$ cat src/rtl/cva5_types.sv
// ---------------------------------------------------------------------------
// cva5_types
//   Shared types for the LSU sub-unit issue path.
//   - ISSUE_ID_W         : width of the request/response tag carried through
//                          the outstanding-load FIFO
//   - load_fn3_t         : funct3 encodings of the load/store width field
//   - issue_fifo_entry_t : what is remembered about each outstanding load
//                          so its data can be aligned and extended on return
// ---------------------------------------------------------------------------
package cva5_types;

  localparam int ISSUE_ID_W = 3;

  typedef enum logic [2:0] {
    FN3_LB  = 3'd0,
    FN3_LH  = 3'd1,
    FN3_LW  = 3'd2,
    FN3_LBU = 3'd4,
    FN3_LHU = 3'd5
  } load_fn3_t;

  typedef struct packed {
    logic [ISSUE_ID_W-1:0] id;
    logic [1:0]            byte_off;
    logic [2:0]            fn3;
  } issue_fifo_entry_t;

endpackage

$ cat src/rtl/memory_sub_unit_interface.sv
// ---------------------------------------------------------------------------
// memory_sub_unit_interface
//   Handshake between the LSU issue logic (initiator) and one memory
//   sub-unit such as local memory or a bus bridge (responder).
//   initiator drives : new_request, addr, re, we, be, data_in
//   responder drives : ready, data_out, data_valid
// ---------------------------------------------------------------------------
interface memory_sub_unit_interface;

  logic        new_request;
  logic [31:0] addr;
  logic        re;
  logic        we;
  logic [3:0]  be;
  logic [31:0] data_in;
  logic        ready;
  logic [31:0] data_out;
  logic        data_valid;

  modport initiator (
    output new_request, addr, re, we, be, data_in,
    input  ready, data_out, data_valid
  );

  modport responder (
    input  new_request, addr, re, we, be, data_in,
    output ready, data_out, data_valid
  );

endinterface

$ cat src/rtl/cva5_fifo.sv
// ---------------------------------------------------------------------------
// cva5_fifo
//   Small synchronous FIFO with a combinational head. DEPTH must be a power
//   of two so the read/write pointers wrap naturally.
//   Ports:
//     clk, rst (sync, active-high)
//     push, data_in   : write one entry (ignored when full)
//     pop             : drop the head entry (ignored when empty)
//     data_out        : current head entry
//     empty, full     : occupancy flags
//   Push and pop in the same cycle leave the occupancy unchanged while both
//   pointers advance.
// ---------------------------------------------------------------------------
module cva5_fifo #(
  parameter int DATA_W = 8,
  parameter int DEPTH  = 4
) (
  input  logic              clk,
  input  logic              rst,
  input  logic              push,
  input  logic              pop,
  input  logic [DATA_W-1:0] data_in,
  output logic [DATA_W-1:0] data_out,
  output logic              empty,
  output logic              full
);

  localparam int PTR_W = $clog2(DEPTH);

  logic [DATA_W-1:0] mem [DEPTH];
  logic [PTR_W-1:0]  wr_ptr;
  logic [PTR_W-1:0]  rd_ptr;
  logic [PTR_W:0]    count;
  logic              push_en;
  logic              pop_en;

  assign empty    = (count == '0);
  assign full     = (count == (PTR_W + 1)'(DEPTH));
  assign push_en  = push && !full;
  assign pop_en   = pop && !empty;
  assign data_out = mem[rd_ptr];

  // Storage needs no reset: an entry is only ever read after it was written.
  always_ff @(posedge clk) begin
    if (push_en)
      mem[wr_ptr] <= data_in;
  end

  // Pointer and occupancy bookkeeping. The occupancy only moves when exactly
  // one of push/pop is effective, so simultaneous push+pop holds it steady.
  always_ff @(posedge clk) begin
    if (rst) begin
      wr_ptr <= '0;
      rd_ptr <= '0;
      count  <= '0;
    end else begin
      if (push_en)
        wr_ptr <= wr_ptr + 1'b1;
      if (pop_en)
        rd_ptr <= rd_ptr + 1'b1;
      if (push_en && !pop_en)
        count <= count + 1'b1;
      else if (pop_en && !push_en)
        count <= count - 1'b1;
    end
  end

endmodule

$ cat src/rtl/sub_unit_request_issuer.sv
// ---------------------------------------------------------------------------
// sub_unit_request_issuer
//   Initiator side of memory_sub_unit_interface. Accepts load/store/AMO
//   requests from the LSU issue stage, drives a single memory sub-unit,
//   tracks outstanding loads in order and returns aligned, extended load
//   data tagged with the request ID. Misaligned requests are rejected.
//   Ports:
//     clk, rst                 clock, sync active-high reset
//     req_valid / req_ready    request handshake
//     req_addr, req_store, req_fn3, req_data, req_amo_rmw, req_id
//                              request fields
//     unit                     memory_sub_unit_interface initiator modport
//     amo_is_rmw               qualifies unit.new_request as an AMO RMW
//     rsp_valid/rsp_data/rsp_id  one-cycle load/AMO result
//     err_valid/err_id         one-cycle misaligned-request rejection
//     proto_err                sticky: data_valid with nothing outstanding
//   ID_W must equal cva5_types::ISSUE_ID_W since the FIFO entry type is
//   shared through the package.
// ---------------------------------------------------------------------------
module sub_unit_request_issuer
  import cva5_types::*;
#(
  parameter int MAX_OUTSTANDING = 4,
  parameter int ID_W            = ISSUE_ID_W
) (
  input  logic                    clk,
  input  logic                    rst,
  input  logic                    req_valid,
  output logic                    req_ready,
  input  logic [31:0]             req_addr,
  input  logic                    req_store,
  input  logic [2:0]              req_fn3,
  input  logic [31:0]             req_data,
  input  logic                    req_amo_rmw,
  input  logic [ID_W-1:0]         req_id,
  memory_sub_unit_interface.initiator unit,
  output logic                    amo_is_rmw,
  output logic                    rsp_valid,
  output logic [31:0]             rsp_data,
  output logic [ID_W-1:0]         rsp_id,
  output logic                    err_valid,
  output logic [ID_W-1:0]         err_id,
  output logic                    proto_err
);

  typedef enum logic [1:0] {
    SIZE_BYTE = 2'd0,
    SIZE_HALF = 2'd1,
    SIZE_WORD = 2'd2
  } access_size_t;

  access_size_t      acc_size;
  logic              misaligned;
  logic              accept;
  logic              issue;
  logic              expects_data;
  logic [3:0]        be_mask;
  logic [31:0]       store_data;
  logic              fifo_push;
  logic              fifo_pop;
  logic              fifo_empty;
  logic              fifo_full;
  issue_fifo_entry_t new_entry;
  issue_fifo_entry_t head;
  logic [31:0]       shifted;
  logic [31:0]       load_result;

  // AMOs always operate on a full word regardless of the fn3 they carry;
  // otherwise the low two fn3 bits give the access width (unused codes are
  // treated as words).
  always_comb begin
    acc_size = SIZE_WORD;
    if (!req_amo_rmw) begin
      case (req_fn3[1:0])
        2'd0:    acc_size = SIZE_BYTE;
        2'd1:    acc_size = SIZE_HALF;
        default: acc_size = SIZE_WORD;
      endcase
    end
  end

  assign misaligned = ((acc_size == SIZE_HALF) && req_addr[0]) ||
                      ((acc_size == SIZE_WORD) && (req_addr[1:0] != 2'b00));

  // The FIFO-full test looks at the occupancy before any same-cycle pop, so
  // a returning data_valid never opens a combinational path into req_ready.
  assign req_ready    = !rst && unit.ready && !fifo_full;
  assign accept       = req_valid && req_ready;
  assign issue        = accept && !misaligned;
  assign expects_data = !req_store || req_amo_rmw;

  // Byte enables and lane-replicated write data. Plain loads drive no byte
  // enables; AMOs need all four lanes for the write-back.
  always_comb begin
    be_mask    = 4'b0000;
    store_data = req_data;
    case (acc_size)
      SIZE_BYTE: begin
        be_mask    = 4'b0001 << req_addr[1:0];
        store_data = {4{req_data[7:0]}};
      end
      SIZE_HALF: begin
        be_mask    = 4'b0011 << req_addr[1:0];
        store_data = {2{req_data[15:0]}};
      end
      default: begin
        be_mask    = 4'b1111;
        store_data = req_data;
      end
    endcase
    if (!req_store && !req_amo_rmw)
      be_mask = 4'b0000;
  end

  assign unit.new_request = issue;
  assign unit.addr        = req_addr;
  assign unit.re          = !req_store || req_amo_rmw;
  assign unit.we          = req_store && !req_amo_rmw;
  assign unit.be          = be_mask;
  assign unit.data_in     = store_data;
  assign amo_is_rmw       = issue && req_amo_rmw;

  // Remember enough about every data-returning request to align and extend
  // its result when the sub-unit answers (responses arrive in issue order).
  always_comb begin
    new_entry.id       = req_id;
    new_entry.byte_off = req_addr[1:0];
    new_entry.fn3      = req_amo_rmw ? FN3_LW : req_fn3;
  end

  assign fifo_push = issue && expects_data;
  assign fifo_pop  = unit.data_valid && !fifo_empty;

  cva5_fifo #(
    .DATA_W ($bits(issue_fifo_entry_t)),
    .DEPTH  (MAX_OUTSTANDING)
  ) outstanding_fifo (
    .clk      (clk),
    .rst      (rst),
    .push     (fifo_push),
    .pop      (fifo_pop),
    .data_in  (new_entry),
    .data_out (head),
    .empty    (fifo_empty),
    .full     (fifo_full)
  );

  // Move the addressed lane down to bit 0, then sign- or zero-extend. For
  // halfwords the offset is always 0 or 2, so the same byte shift works.
  always_comb begin
    shifted     = unit.data_out >> {head.byte_off, 3'b000};
    load_result = unit.data_out;
    case (head.fn3)
      FN3_LB:  load_result = {{24{shifted[7]}}, shifted[7:0]};
      FN3_LBU: load_result = {24'h000000, shifted[7:0]};
      FN3_LH:  load_result = {{16{shifted[15]}}, shifted[15:0]};
      FN3_LHU: load_result = {16'h0000, shifted[15:0]};
      default: load_result = unit.data_out;
    endcase
  end

  // Registered response, rejection and protocol-error outputs. A data_valid
  // with nothing outstanding is a sub-unit protocol violation: it is latched
  // in proto_err and produces no response.
  always_ff @(posedge clk) begin
    if (rst) begin
      rsp_valid <= 1'b0;
      rsp_data  <= '0;
      rsp_id    <= '0;
      err_valid <= 1'b0;
      err_id    <= '0;
      proto_err <= 1'b0;
    end else begin
      rsp_valid <= fifo_pop;
      if (fifo_pop) begin
        rsp_data <= load_result;
        rsp_id   <= head.id;
      end
      err_valid <= accept && misaligned;
      if (accept && misaligned)
        err_id <= req_id;
      if (unit.data_valid && fifo_empty)
        proto_err <= 1'b1;
    end
  end

endmodule

$ cat src/flat_wrapper.sv
// flat-port wrapper written by rule: the top's interface ports become plain ports
module sub_unit_request_issuer_flat import cva5_types::*;
#(
  parameter int MAX_OUTSTANDING = 4,
  parameter int ID_W            = ISSUE_ID_W
)
  (clk, rst, req_valid, req_ready, req_addr, req_store, req_fn3, req_data, req_amo_rmw, req_id, amo_is_rmw, rsp_valid, rsp_data, rsp_id, err_valid, err_id, proto_err, unit_new_request, unit_addr, unit_re, unit_we, unit_be, unit_data_in, unit_ready, unit_data_out, unit_data_valid);
  memory_sub_unit_interface unit_i ();
  input  logic clk;
  input  logic rst;
  input  logic req_valid;
  output logic req_ready;
  input  logic [31:0] req_addr;
  input  logic req_store;
  input  logic [2:0] req_fn3;
  input  logic [31:0] req_data;
  input  logic req_amo_rmw;
  input  logic [ID_W-1:0] req_id;
  output logic amo_is_rmw;
  output logic rsp_valid;
  output logic [31:0] rsp_data;
  output logic [ID_W-1:0] rsp_id;
  output logic err_valid;
  output logic [ID_W-1:0] err_id;
  output logic proto_err;
  output wire logic [$bits(unit_i.new_request)-1:0] unit_new_request;
  output wire logic [$bits(unit_i.addr)-1:0] unit_addr;
  output wire logic [$bits(unit_i.re)-1:0] unit_re;
  output wire logic [$bits(unit_i.we)-1:0] unit_we;
  output wire logic [$bits(unit_i.be)-1:0] unit_be;
  output wire logic [$bits(unit_i.data_in)-1:0] unit_data_in;
  input wire logic [$bits(unit_i.ready)-1:0] unit_ready;
  input wire logic [$bits(unit_i.data_out)-1:0] unit_data_out;
  input wire logic [$bits(unit_i.data_valid)-1:0] unit_data_valid;
  assign unit_new_request = unit_i.new_request;
  assign unit_addr = unit_i.addr;
  assign unit_re = unit_i.re;
  assign unit_we = unit_i.we;
  assign unit_be = unit_i.be;
  assign unit_data_in = unit_i.data_in;
  assign unit_i.ready = unit_ready;
  assign unit_i.data_out = unit_data_out;
  assign unit_i.data_valid = unit_data_valid;
  sub_unit_request_issuer #(.MAX_OUTSTANDING(MAX_OUTSTANDING), .ID_W(ID_W)) u_core (.clk(clk), .rst(rst), .req_valid(req_valid), .req_ready(req_ready), .req_addr(req_addr), .req_store(req_store), .req_fn3(req_fn3), .req_data(req_data), .req_amo_rmw(req_amo_rmw), .req_id(req_id), .unit(unit_i), .amo_is_rmw(amo_is_rmw), .rsp_valid(rsp_valid), .rsp_data(rsp_data), .rsp_id(rsp_id), .err_valid(err_valid), .err_id(err_id), .proto_err(proto_err));
endmodule
$ cat config.mk
export PLATFORM = sky130hd
export DESIGN_NAME = sub_unit_request_issuer_flat
export DESIGN_NICKNAME = d
export VERILOG_FILES = /design/src/rtl/cva5_types.sv /design/src/rtl/memory_sub_unit_interface.sv /design/src/rtl/cva5_fifo.sv /design/src/rtl/sub_unit_request_issuer.sv /design/src/flat_wrapper.sv
export SDC_FILE = /design/constraint.sdc
export NUM_CORES = 1
export LEC_CHECK = 0
export BUFFER_PORTS_ARGS = -buffer_cell sky130_fd_sc_hd__buf_2
export CORE_ASPECT_RATIO = 1.25
export CORE_MARGIN = 2
export CORE_UTILIZATION = 35
export DETAILED_ROUTE_END_ITERATION = 7
export GPL_TIMING_DRIVEN = 0
export PLACE_DENSITY_LB_ADDON = 0.1
export SLEW_MARGIN = 10
export SYNTH_ARGS = -nofsm -noshare
export SYNTH_HDL_FRONTEND = slang
export SYNTH_SLANG_ARGS = --single-unit
$ cat constraint.sdc
create_clock -name clk -period 2.3 [get_ports clk]
set_input_delay 0.115 -clock clk [delete_from_list [all_inputs] [get_ports clk]]
set_output_delay 0.115 -clock clk [all_outputs]
set_load 0.03 [all_outputs]
==> results of run 1 <==
area by class of cell:
class	count	area share
Clock buffer	9	0.0353
Buffer	64	0.0680
Tap cell	168	0.0329
Multi-Input combinational cell	282	0.357
Clock inverter	7	0.0120
Sequential cell	82	0.309
Inverter	7	0.00510
Timing Repair Buffer	214	0.181
layer usage:
layer | wire [µm] | share of wire
met5 | 0 | 0
met1 | 5440 | 0.39
met4 | 283 | 0.020
met2 | 7340 | 0.53
met3 | 801 | 0.058
flip-flops by register name (all words and copies together) (netlist names), 2 cells and up, named ones only:
name	count
u_core.rsp_data	32
u_core.err_id	3
u_core.rsp_id	3
u_core.outstanding_fifo.rd_ptr	2
u_core.outstanding_fifo.count	3
u_core.outstanding_fifo.mem	32
u_core.outstanding_fifo.wr_ptr	2
worst reg2reg max path, stage by stage (launching register included):
cell	delay, ns
dfxtp_2	0.33
buf_8	0.13
mux4_2	0.58
or4b_4	0.56
o211ai_4	0.10
a21oi_4	0.08
buf_6	0.15
a221oi_2	0.24
synthesized netlist by cell type, types with 2 or more instances:
| cell | instances | area share |
|---|---|---|
| nor2_1 | 51 | 0.042 |
| dfxtp_1 | 50 | 0.22 |
| buf_4 | 42 | 0.069 |
| nand2_1 | 42 | 0.035 |
| edfxtp_1 | 32 | 0.21 |
| mux2i_1 | 26 | 0.057 |
| clkbuf_1 | 20 | 0.016 |
| mux2_2 | 18 | 0.045 |
| a21oi_1 | 16 | 0.018 |
| o211ai_1 | 16 | 0.026 |
| a211oi_1 | 15 | 0.025 |
| a221oi_1 | 13 | 0.025 |
| a221oi_2 | 10 | 0.033 |
| a22o_1 | 7 | 0.013 |
| a22oi_1 | 7 | 0.012 |
| nor2b_1 | 7 | 0.0096 |
| and2_1 | 6 | 0.0082 |
| inv_1 | 6 | 0.0049 |
| nand2b_1 | 6 | 0.0082 |
| o21ai_0 | 6 | 0.0066 |
| ha_1 | 5 | 0.014 |
| mux4_1 | 5 | 0.029 |
| buf_1 | 3 | 0.0025 |
| buf_6 | 3 | 0.0074 |
| mux4_2 | 3 | 0.015 |
| nor3_1 | 3 | 0.0033 |
| xnor2_1 | 3 | 0.0058 |
| xor2_1 | 3 | 0.0058 |
| buf_2 | 2 | 0.0022 |
power by group through the flow:
stage	combinational [mW]	clock [mW]	sequential [mW]
global placement	2.87	0	1.98
floorplan	1.68	0	2.41
detailed placement	2.90	0	1.99
global route	3.57	1.54	1.99
finish	3.31	1.44	1.96
CTS	3.04	1.49	1.96
path summary, 6_finish.rpt:
check | startpoint | slack [ns] | cells past startpoint | to
worst max-delay path | register | 0.04 | 7 | u_core.rsp_data[20]
worst min-delay path | unit_data_valid | 0.03 | 3 | u_core.proto_err
worst max register to register | register | 0.04 | 7 | u_core.rsp_data[20]
worst min register to register | u_core.rsp_id[0] | 0.45 | 2 | u_core.rsp_id[0]
cells by family (layout without fill, tap and decap cells):
kind of cell,after synthesis,count (layout),synth area share
buffers and inverters,77,301,0.104
adders and majority gates,6,6,0.0181
AOI/OAI and AO/OA,97,97,0.173
muxes,52,52,0.145
xor gates and xnor gates,6,6,0.0115
DFF,82,82,0.431
and+or+nand+nor,121,121,0.118
through the flow:
| stage | util | hold WS [ns] |
|---|---|---|
| 3_5_place_dp | 0.452 | 0.351 |
| 5_1_grt | 0.502 | 0.0505 |
| 3_3_place_gp | 0.452 | 0.344 |
| 6_report | 0.502 | 0.0311 |
| 2_1_floorplan | - | 0.214 |
| 4_1_cts | 0.487 | 0.00876 |
repair_timing:
| action | CTS | global route |
|---|---|---|
| hold buffers | 3 | 0 |
| pin swaps | 3 | 22 |
| cloned | 0 | 1 |
| resized for setup | 17 | 26 |
| buffers inserted | 8 | 11 |
| endpoints found under the setup margin | 32 | 40 |
| endpoints found under the hold margin | 12 | 0 |
==> impl_metrics.py, run 1 <==
metrics = {
    "setup_path": {
        "crit_path_cell_trace": "buf_8, mux4_2, or4b_4, o211ai_4, a21oi_4, buf_6, a221oi_2",
        "critPathKind": "reg2reg",
        "worstPathRequired_ns": 2.55,
        "critPathLaunchType": "register",
        "critPathMaxStageDelay_ns": 0.57,
        "critPathSlowestCell": "mux4_2",
        "path_buf_inv": 2,
        "cp.arrival_ns": 2.51,
        "cp_max_fo": 7,
        "path_delay_family": "multiplexers",
        "cp-end-kind": "register",
    },
    "clocking": {
        "clock_path_buffers": 2,
        "cts_tree": "built",
        "cts_buffers": 9,
        "clk_latency_ns": 0.34,
        "root_buffer": "clkbuf_16",
        "clock_sinks": 82,
        "path_clk_slew_ns": 0.07,
        "htree_levels": 3,
    },
    "layout": {
        "seq_area_um2": 1970,
        "final_area_um2": 6380,
        "fin_nets": 775,
        "layout_common_cells": "buf_2, buf_4, nor2_1, dfxtp_1, nand2_1",
        "num_antenna_cells": 0,
        "fill_cells": 1260,
        "final_common_cell": "buf_2",
        "multiInputGateArea_um2": 2280,
        "layoutNonFillerInstCount": 833,
        "layout-drive-gt1-share": 0.514,
        "area_growth_pct": 40.2,
    },
    "placement": {
        "dpl_worst_slack_ns": -0.307,
        "dp_hpwl_um": 10300,
        "gp_congestion": 0.846,
        "dp.cells": 800,
        "portBuffers": 191,
        "place_area_um2": 5750,
    },
    "timing": {
        "final_max_slew_viol_count": 0,
        "rsz0062_at_grt": "yes",
        "finClkSkew_ns": 0.00788,
        "period_share": 0.984,
        "fin_crit_ns": 2.26,
        "setup_viol": 0,
        "relSlewSlack": 0.534,
        "fin_ws_ns": 0.0371,
        "fmax_ghz": 0.442,
        "worst_slew_pin_slew_ns": 0.699,
        "fin_tns_setup_ns": 0,
        "hold_viol_final": 0,
    },
    "drt": {
        "ant_nets": 0,
        "vias_per_cell": 4.97,
        "drc": 0,
        "wl_per_cell_um": 16.6,
        "drt-total-wl_um": 13900,
        "drt_iter0_markers": 118,
        "first_pass_iters": 4,
        "routed-via-count": 4137,
    },
    "floorplanning": {
        "die_y_um": 132,
        "die_x_um": 106,
        "rows": 46,
        "dieArea_um2": 13900,
        "start_util": 0.358,
        "core_um2": 12700,
        "pin_count": 223,
    },
    "outcome": {
        "status": "complete, no violations",
    },
    "power_and_ir_drop": {
        "pwr-share-clk": 0.215,
        "p_int_mw": 3.88,
        "seq_power_share": 0.292,
        "peakVddDrop_mv": 0.427,
        "cellPowerDensity_nw_per_um2": 1050,
        "switching_share": 0.422,
        "finalPower_mw": 6.71,
        "combPwrFrac": 0.493,
        "switching_power_mw": 2.83,
        "p_leak_nw": 2.76,
    },
    "global_routing": {
        "antenna_found_initial": 0,
        "met1_usage": 0.213,
        "grtUsageMet2": 0.353,
        "grt_pass1_wl_um": 20700,
        "met3_usage": 0.0446,
        "grt_pass1_vias": 3986,
        "grt_overflow": 0,
        "top_usage_layer": "met2",
        "grt_max_degree": 19,
        "grtUsageTotal": 0.191,
    },
    "synth": {
        "yosysWarnings": 0,
        "syn-cell-area_um2": 4550,
        "synth_cells": 441,
        "yosysSeqAreaShare": 0.431,
        "synth_nets": 556,
        "yosys_most_used_dff": "dfxtp_1",
        "ys_types": 44,
        "synth_area_per_cell_um2": 10.3,
        "yosys_register_bits": 82,
        "synthArstFlopShare": 0,
        "synth_edf_count": 32,
    },
    "min_path": {
        "hp-class": "in2reg",
    },
    "job": {
        "max-cap-violations": 0,
    },
}
No activity file was read; power rests on OpenSTA's default activity.
==> run 2, diff against run 1 <==
--- a/config.mk
+++ b/config.mk
@@ -6,7 +6,6 @@
 export NUM_CORES = 1
 export LEC_CHECK = 0
 export BUFFER_PORTS_ARGS = -buffer_cell sky130_fd_sc_hd__buf_2
-export CORE_ASPECT_RATIO = 1.25
 export CORE_MARGIN = 2
 export CORE_UTILIZATION = 35
 export DETAILED_ROUTE_END_ITERATION = 7
==> impl_metrics.py, run 2 (same netlist as run 1, synthesis figures left out) <==
metrics = {
    "outcome": {
        "status": "complete, no violations",
    },
    "placement": {
        "gp_congestion": 0.824,
        "place_area_um2": 5760,
        "dpl_worst_slack_ns": -0.392,
        "portBuffers": 191,
        "dp_hpwl_um": 9990,
        "dp.cells": 804,
    },
    "setup_path": {
        "cp.depth": 8,
        "cp-endpoint": "u_core.rsp_data[26]",
        "path_delay_family": "multiplexers",
        "critPathLaunchType": "register",
        "r2r_cells": 8,
        "cp.arrival_ns": 2.49,
        "critPathKind": "reg2reg",
        "crit_path_cell_trace": "buf_6, mux4_2, and2b_1, buf_6, mux2_4, a21oi_4, clkbuf_16, a221oi_2",
        "reg2reg_to": "u_core.rsp_data[26]",
        "worstPathRequired_ns": 2.49,
        "path_buf_inv": 3,
        "critPathMaxStageDelay_ns": 0.58,
        "r2r_slack_ns": 0.005,
        "critPathSlowestCell": "mux4_2",
        "cp_common_cell": "buf_6",
        "cp_max_fo": 6,
        "cp-end-kind": "register",
    },
    "layout": {
        "fin_nets": 771,
        "final_common_cell": "buf_2",
        "layout_common_cells": "buf_2, buf_4, nor2_1, dfxtp_1, nand2_1",
        "num_antenna_cells": 0,
        "area_growth_pct": 39.2,
        "fill_cells": 1185,
        "layout-drive-gt1-share": 0.510,
        "utilization": 0.500,
        "layoutNonFillerInstCount": 833,
        "largestRegisters": "u_core.outstanding_fifo.mem: 32 flops, u_core.rsp_data: 32 flops",
        "final_area_um2": 6340,
    },
    "power_and_ir_drop": {
        "p_leak_nw": 2.74,
        "cellPowerDensity_nw_per_um2": 1060,
        "peakVddDrop_mv": 0.424,
        "finalPower_mw": 6.72,
    },
    "global_routing": {
        "grt_pass1_vias": 4127,
        "antenna_found_initial": 0,
        "grt_max_degree": 16,
        "grt_pass1_wl_um": 20900,
        "grt_overflow": 0,
        "grtUsageTotal": 0.186,
    },
    "timing": {
        "fin_ws_ns": 0.00488,
        "fin_tns_setup_ns": 0,
        "hold_viol_final": 0,
        "final_max_slew_viol_count": 0,
        "setup_viol": 0,
        "finClkSkew_ns": 0.00606,
        "rsz0062_at_grt": "yes",
        "worst_slew_pin_slew_ns": 0.713,
        "relSlewSlack": 0.525,
        "fmax_ghz": 0.436,
        "fin_crit_ns": 2.30,
        "holdWs_ns": 0.0125,
        "period_share": 0.998,
    },
    "drt": {
        "ant_nets": 0,
        "wl_per_cell_um": 15.9,
        "first_pass_iters": 4,
        "drc": 0,
        "drt_iter0_markers": 180,
        "drt-total-wl_um": 13200,
        "vias_per_cell": 4.94,
        "routed-via-count": 4115,
    },
    "floorplanning": {
        "dieArea_um2": 13900,
        "die_x_um": 118,
        "pin_count": 223,
        "start_util": 0.359,
        "core_um2": 12700,
        "die_y_um": 118,
        "rows": 41,
    },
    "clocking": {
        "path_clk_slew_ns": 0.07,
        "root_buffer": "clkbuf_16",
        "clock_sinks": 82,
        "htree_levels": 3,
        "cts_buffers": 9,
        "clk_latency_ns": 0.34,
        "cts-hold-fix-buffers": 0,
        "cts_tree": "built",
        "clock_path_buffers": 2,
    },
    "min_path": {
        "hp-class": "in2reg",
    },
    "job": {
        "max-cap-violations": 0,
    },
}
run 2: cell count changes in the layout (fill, tap and decap cells not counted), moves of 2 or more:
cell           delta
buf_4             -3
inv_8             -2
buf_6             +2
dlygate4sd3_1     -3
run 2: worst reg2reg max path, delay by kind of cell, from the launching register on:
family                 cells  cell delay (ns)
buffers and inverters      3             0.46
DFF                        1             0.33
muxes                      2             0.86
AOI/OAI and AO/OA          2             0.30
and+or+nand+nor            1             0.20
run 2: layout make-up:
cell class,count,area (µm²),share of cell area
repair buffers,208,1100,0.174
multi-input cells,282,2260,0.357
plain buffers,66,447,0.0704
well taps,172,215,0.0339
inverters,7,32.5,0.00513
clock buffers,10,239,0.0377
clock inverters,6,71.3,0.0112
flip-flops and latches,82,1970,0.311
run 2: worst min-delay path by stage:
stage / depth (start not counted) / slack, ns / end / start
6_report: 1 / 0.01 / u_core.outstanding_fifo.mem[0][5] / req_id[0]
5_1_grt: 1 / 0.01 / u_core.outstanding_fifo.mem[1][5] / req_id[0]
4_1_cts: 1 / 0.008 / u_core.outstanding_fifo.mem[1][5] / req_id[0]
3_5_place_dp: 1 / 0.36 / u_core.outstanding_fifo.mem[2][5] / req_id[0]
3_3_place_gp: 1 / 0.35 / u_core.outstanding_fifo.mem[0][7] / req_id[2]
2_1_floorplan: 0 / 0.21 / u_core.outstanding_fifo.mem[0][3] / req_addr[0]
run 2: report_power, final:
part / internal, mW / switching [mW]
logic: 1.27 / 1.98
clock network: 0.887 / 0.620
registers: 1.80 / 0.166
run 2: timing repair:
action | 4_1_cts | 5_1_grt
resized for setup | 15 | 26
buffers inserted | 8 | 8
cloned | 0 | 1
pin swaps | 3 | 19
endpoints found under the setup margin | 32 | 40
run 2: routing by layer:
| layer | GRT usage | vias to the layer above | routed length (µm) |
|---|---|---|---|
| met3 | 0.0349 | 11 | 783 |
| li1 | - | 2010 | - |
| met4 | 0.0595 | 0 | 144 |
| met5 | 0 | - | 0 |
| met2 | 0.332 | 176 | 6700 |
| met1 | 0.226 | 1918 | 5590 |
==> run 3, diff against run 2 <==
--- a/config.mk
+++ b/config.mk
@@ -5,7 +5,7 @@
 export SDC_FILE = /design/constraint.sdc
 export NUM_CORES = 1
 export LEC_CHECK = 0
-export BUFFER_PORTS_ARGS = -buffer_cell sky130_fd_sc_hd__buf_2
+export BUFFER_PORTS_ARGS = -buffer_cell sky130_fd_sc_hd__buf_4
 export CORE_MARGIN = 2
 export CORE_UTILIZATION = 35
 export DETAILED_ROUTE_END_ITERATION = 7
==> impl_metrics.py, run 3 (same netlist as run 1, synthesis figures left out) <==
metrics = {
    "power_and_ir_drop": {
        "pwr-share-clk": 0.220,
        "switching_share": 0.395,
        "peakVddDrop_mv": 0.478,
        "p_int_mw": 4.24,
        "seq_power_share": 0.282,
        "switching_power_mw": 2.77,
        "cellPowerDensity_nw_per_um2": 1020,
        "combPwrFrac": 0.498,
        "p_leak_nw": 2.90,
    },
    "floorplanning": {
        "die_x_um": 118,
        "start_util": 0.359,
        "dieArea_um2": 13900,
        "die_y_um": 118,
        "rows": 41,
        "core_um2": 12700,
        "pin_count": 223,
    },
    "drt": {
        "drt-total-wl_um": 13400,
        "vias_per_cell": 5.00,
        "wl_per_cell_um": 15.9,
        "ant_nets": 0,
        "drc": 0,
        "routed-via-count": 4204,
        "drt_iter0_markers": 214,
        "first_pass_iters": 4,
    },
    "timing": {
        "setup_viol": 0,
        "fmax_ghz": 0.438,
        "worst_slew_pin_slew_ns": 0.722,
        "rsz0062_at_grt": "yes",
        "relSlewSlack": 0.518,
        "finClkSkew_ns": 0.00545,
        "hold_viol_final": 0,
        "fin_ws_ns": 0.0186,
        "final_max_slew_viol_count": 0,
        "period_share": 0.992,
        "fin_crit_ns": 2.28,
    },
    "global_routing": {
        "grtUsageTotal": 0.186,
        "grt_pass1_vias": 4101,
        "grt_pass1_wl_um": 20600,
        "antenna_found_initial": 0,
        "grt_overflow": 0,
        "grt_max_degree": 15,
    },
    "layout": {
        "largestRegisters": "u_core.outstanding_fifo.mem: 32 flops, u_core.rsp_data: 32 flops",
        "area_growth_pct": 50.7,
        "final_common_cell": "buf_4",
        "layout_common_cells": "buf_4, nor2_1, dfxtp_1, nand2_1, edfxtp_1",
        "fin_nets": 778,
        "num_antenna_cells": 0,
        "final_area_um2": 6860,
        "layout-drive-gt1-share": 0.504,
    },
    "min_path": {
        "hp-class": "in2reg",
        "hold_path_depth": 1,
    },
    "setup_path": {
        "cp-end-kind": "register",
        "worstPathRequired_ns": 2.49,
        "cp.arrival_ns": 2.47,
        "critPathKind": "reg2reg",
        "cp_max_fo": 6,
        "critPathLaunchType": "register",
        "r2r_cells": 8,
    },
    "placement": {
        "portBuffers": 191,
        "dpl_worst_slack_ns": -0.378,
        "dp_hpwl_um": 10100,
        "place_area_um2": 6240,
        "gp_congestion": 0.817,
    },
    "clocking": {
        "clock_sinks": 82,
        "clk_latency_ns": 0.34,
        "cts_buffers": 9,
        "root_buffer": "clkbuf_16",
        "path_clk_slew_ns": 0.06,
        "htree_levels": 3,
        "clock_path_buffers": 2,
        "cts_tree": "built",
    },
    "job": {
        "max-cap-violations": 0,
    },
    "outcome": {
        "status": "complete, no violations",
    },
}
## run 3: cell types whose count changed in the layout (fill, tap and decap cells not counted), sizes merged
cell / delta
buf: +6
inv: -2
clkinv: -1
dlygate4sd3: +3
clkinvlp: +1
## run 3: final timing paths
path	startpoint	end	slack, ns
setup reg to reg	register	u_core.rsp_data[31]	0.02
hold / removal	req_addr[0]	u_core.outstanding_fifo.mem[0][3]	0.02
hold reg to reg	u_core.rsp_id[1]	u_core.rsp_id[1]	0.46
setup / recovery	register	u_core.rsp_data[31]	0.02
## run 3: critical path: stages, from the launching register on
cell and delay, ns:
dfxtp_2 0.32, buf_6 0.13, mux4_2 0.56, buf_4 0.20, xnor2_1 0.29, o211ai_4 0.12, a21oi_4 0.25, clkbuf_16 0.21
a221oi_2 0.05
## run 3: layout make-up
type	instances	area, µm²
multi-input combinational	282	2240
buffer	65	435
inverter	7	32.5
clock inverter	4	55.1
tap	172	215
fill	1155	5810
timing repair buffer	216	1650
clock buffer	12	268
sequential	82	1970
## run 3: metal layers
| layer | global-route usage | routed length (µm) | vias up |
|---|---|---|---|
| met5 | 0 | 0 | - |
| li1 | - | - | 2025 |
| met4 | 0.0700 | 235 | 0 |
| met3 | 0.0446 | 1020 | 17 |
| met2 | 0.324 | 6710 | 196 |
| met1 | 0.221 | 5420 | 1966 |
## run 3: per-stage QoR
stage                     instances  power [mW]  hold slack (ns)  TNS (ns)   util
final                           840        7.02           0.0228         0  0.542
after global routing            840        7.37           0.0277    -0.177  0.542
after CTS                       826        6.81           0.0156    -0.360  0.528
after detailed placement        804        5.11            0.337     -4.10  0.492
after global placement          804        5.08            0.328     -3.69  0.492
after floorplan                 441        4.09            0.214         0      -
## run 3: power groups by stage
stage	Sequential (mW)	Combinational (mW)	Clock (mW)
2_1_floorplan	2.41	1.68	0
3_3_place_gp	1.99	3.08	0
3_5_place_dp	2.00	3.11	0
4_1_cts	1.98	3.27	1.56
5_1_grt	2.01	3.74	1.62
6_report	1.97	3.50	1.54
## run 3: what timing repair did
item / CTS / global route
resized for setup: 17 / 22
cloned: 0 / 1
hold buffers: 3 / 0
pin swaps: 4 / 19
setup buffers: 5 / 16
setup endpoints to repair: 30 / 33
endpoints found under the hold margin: 12 / 0
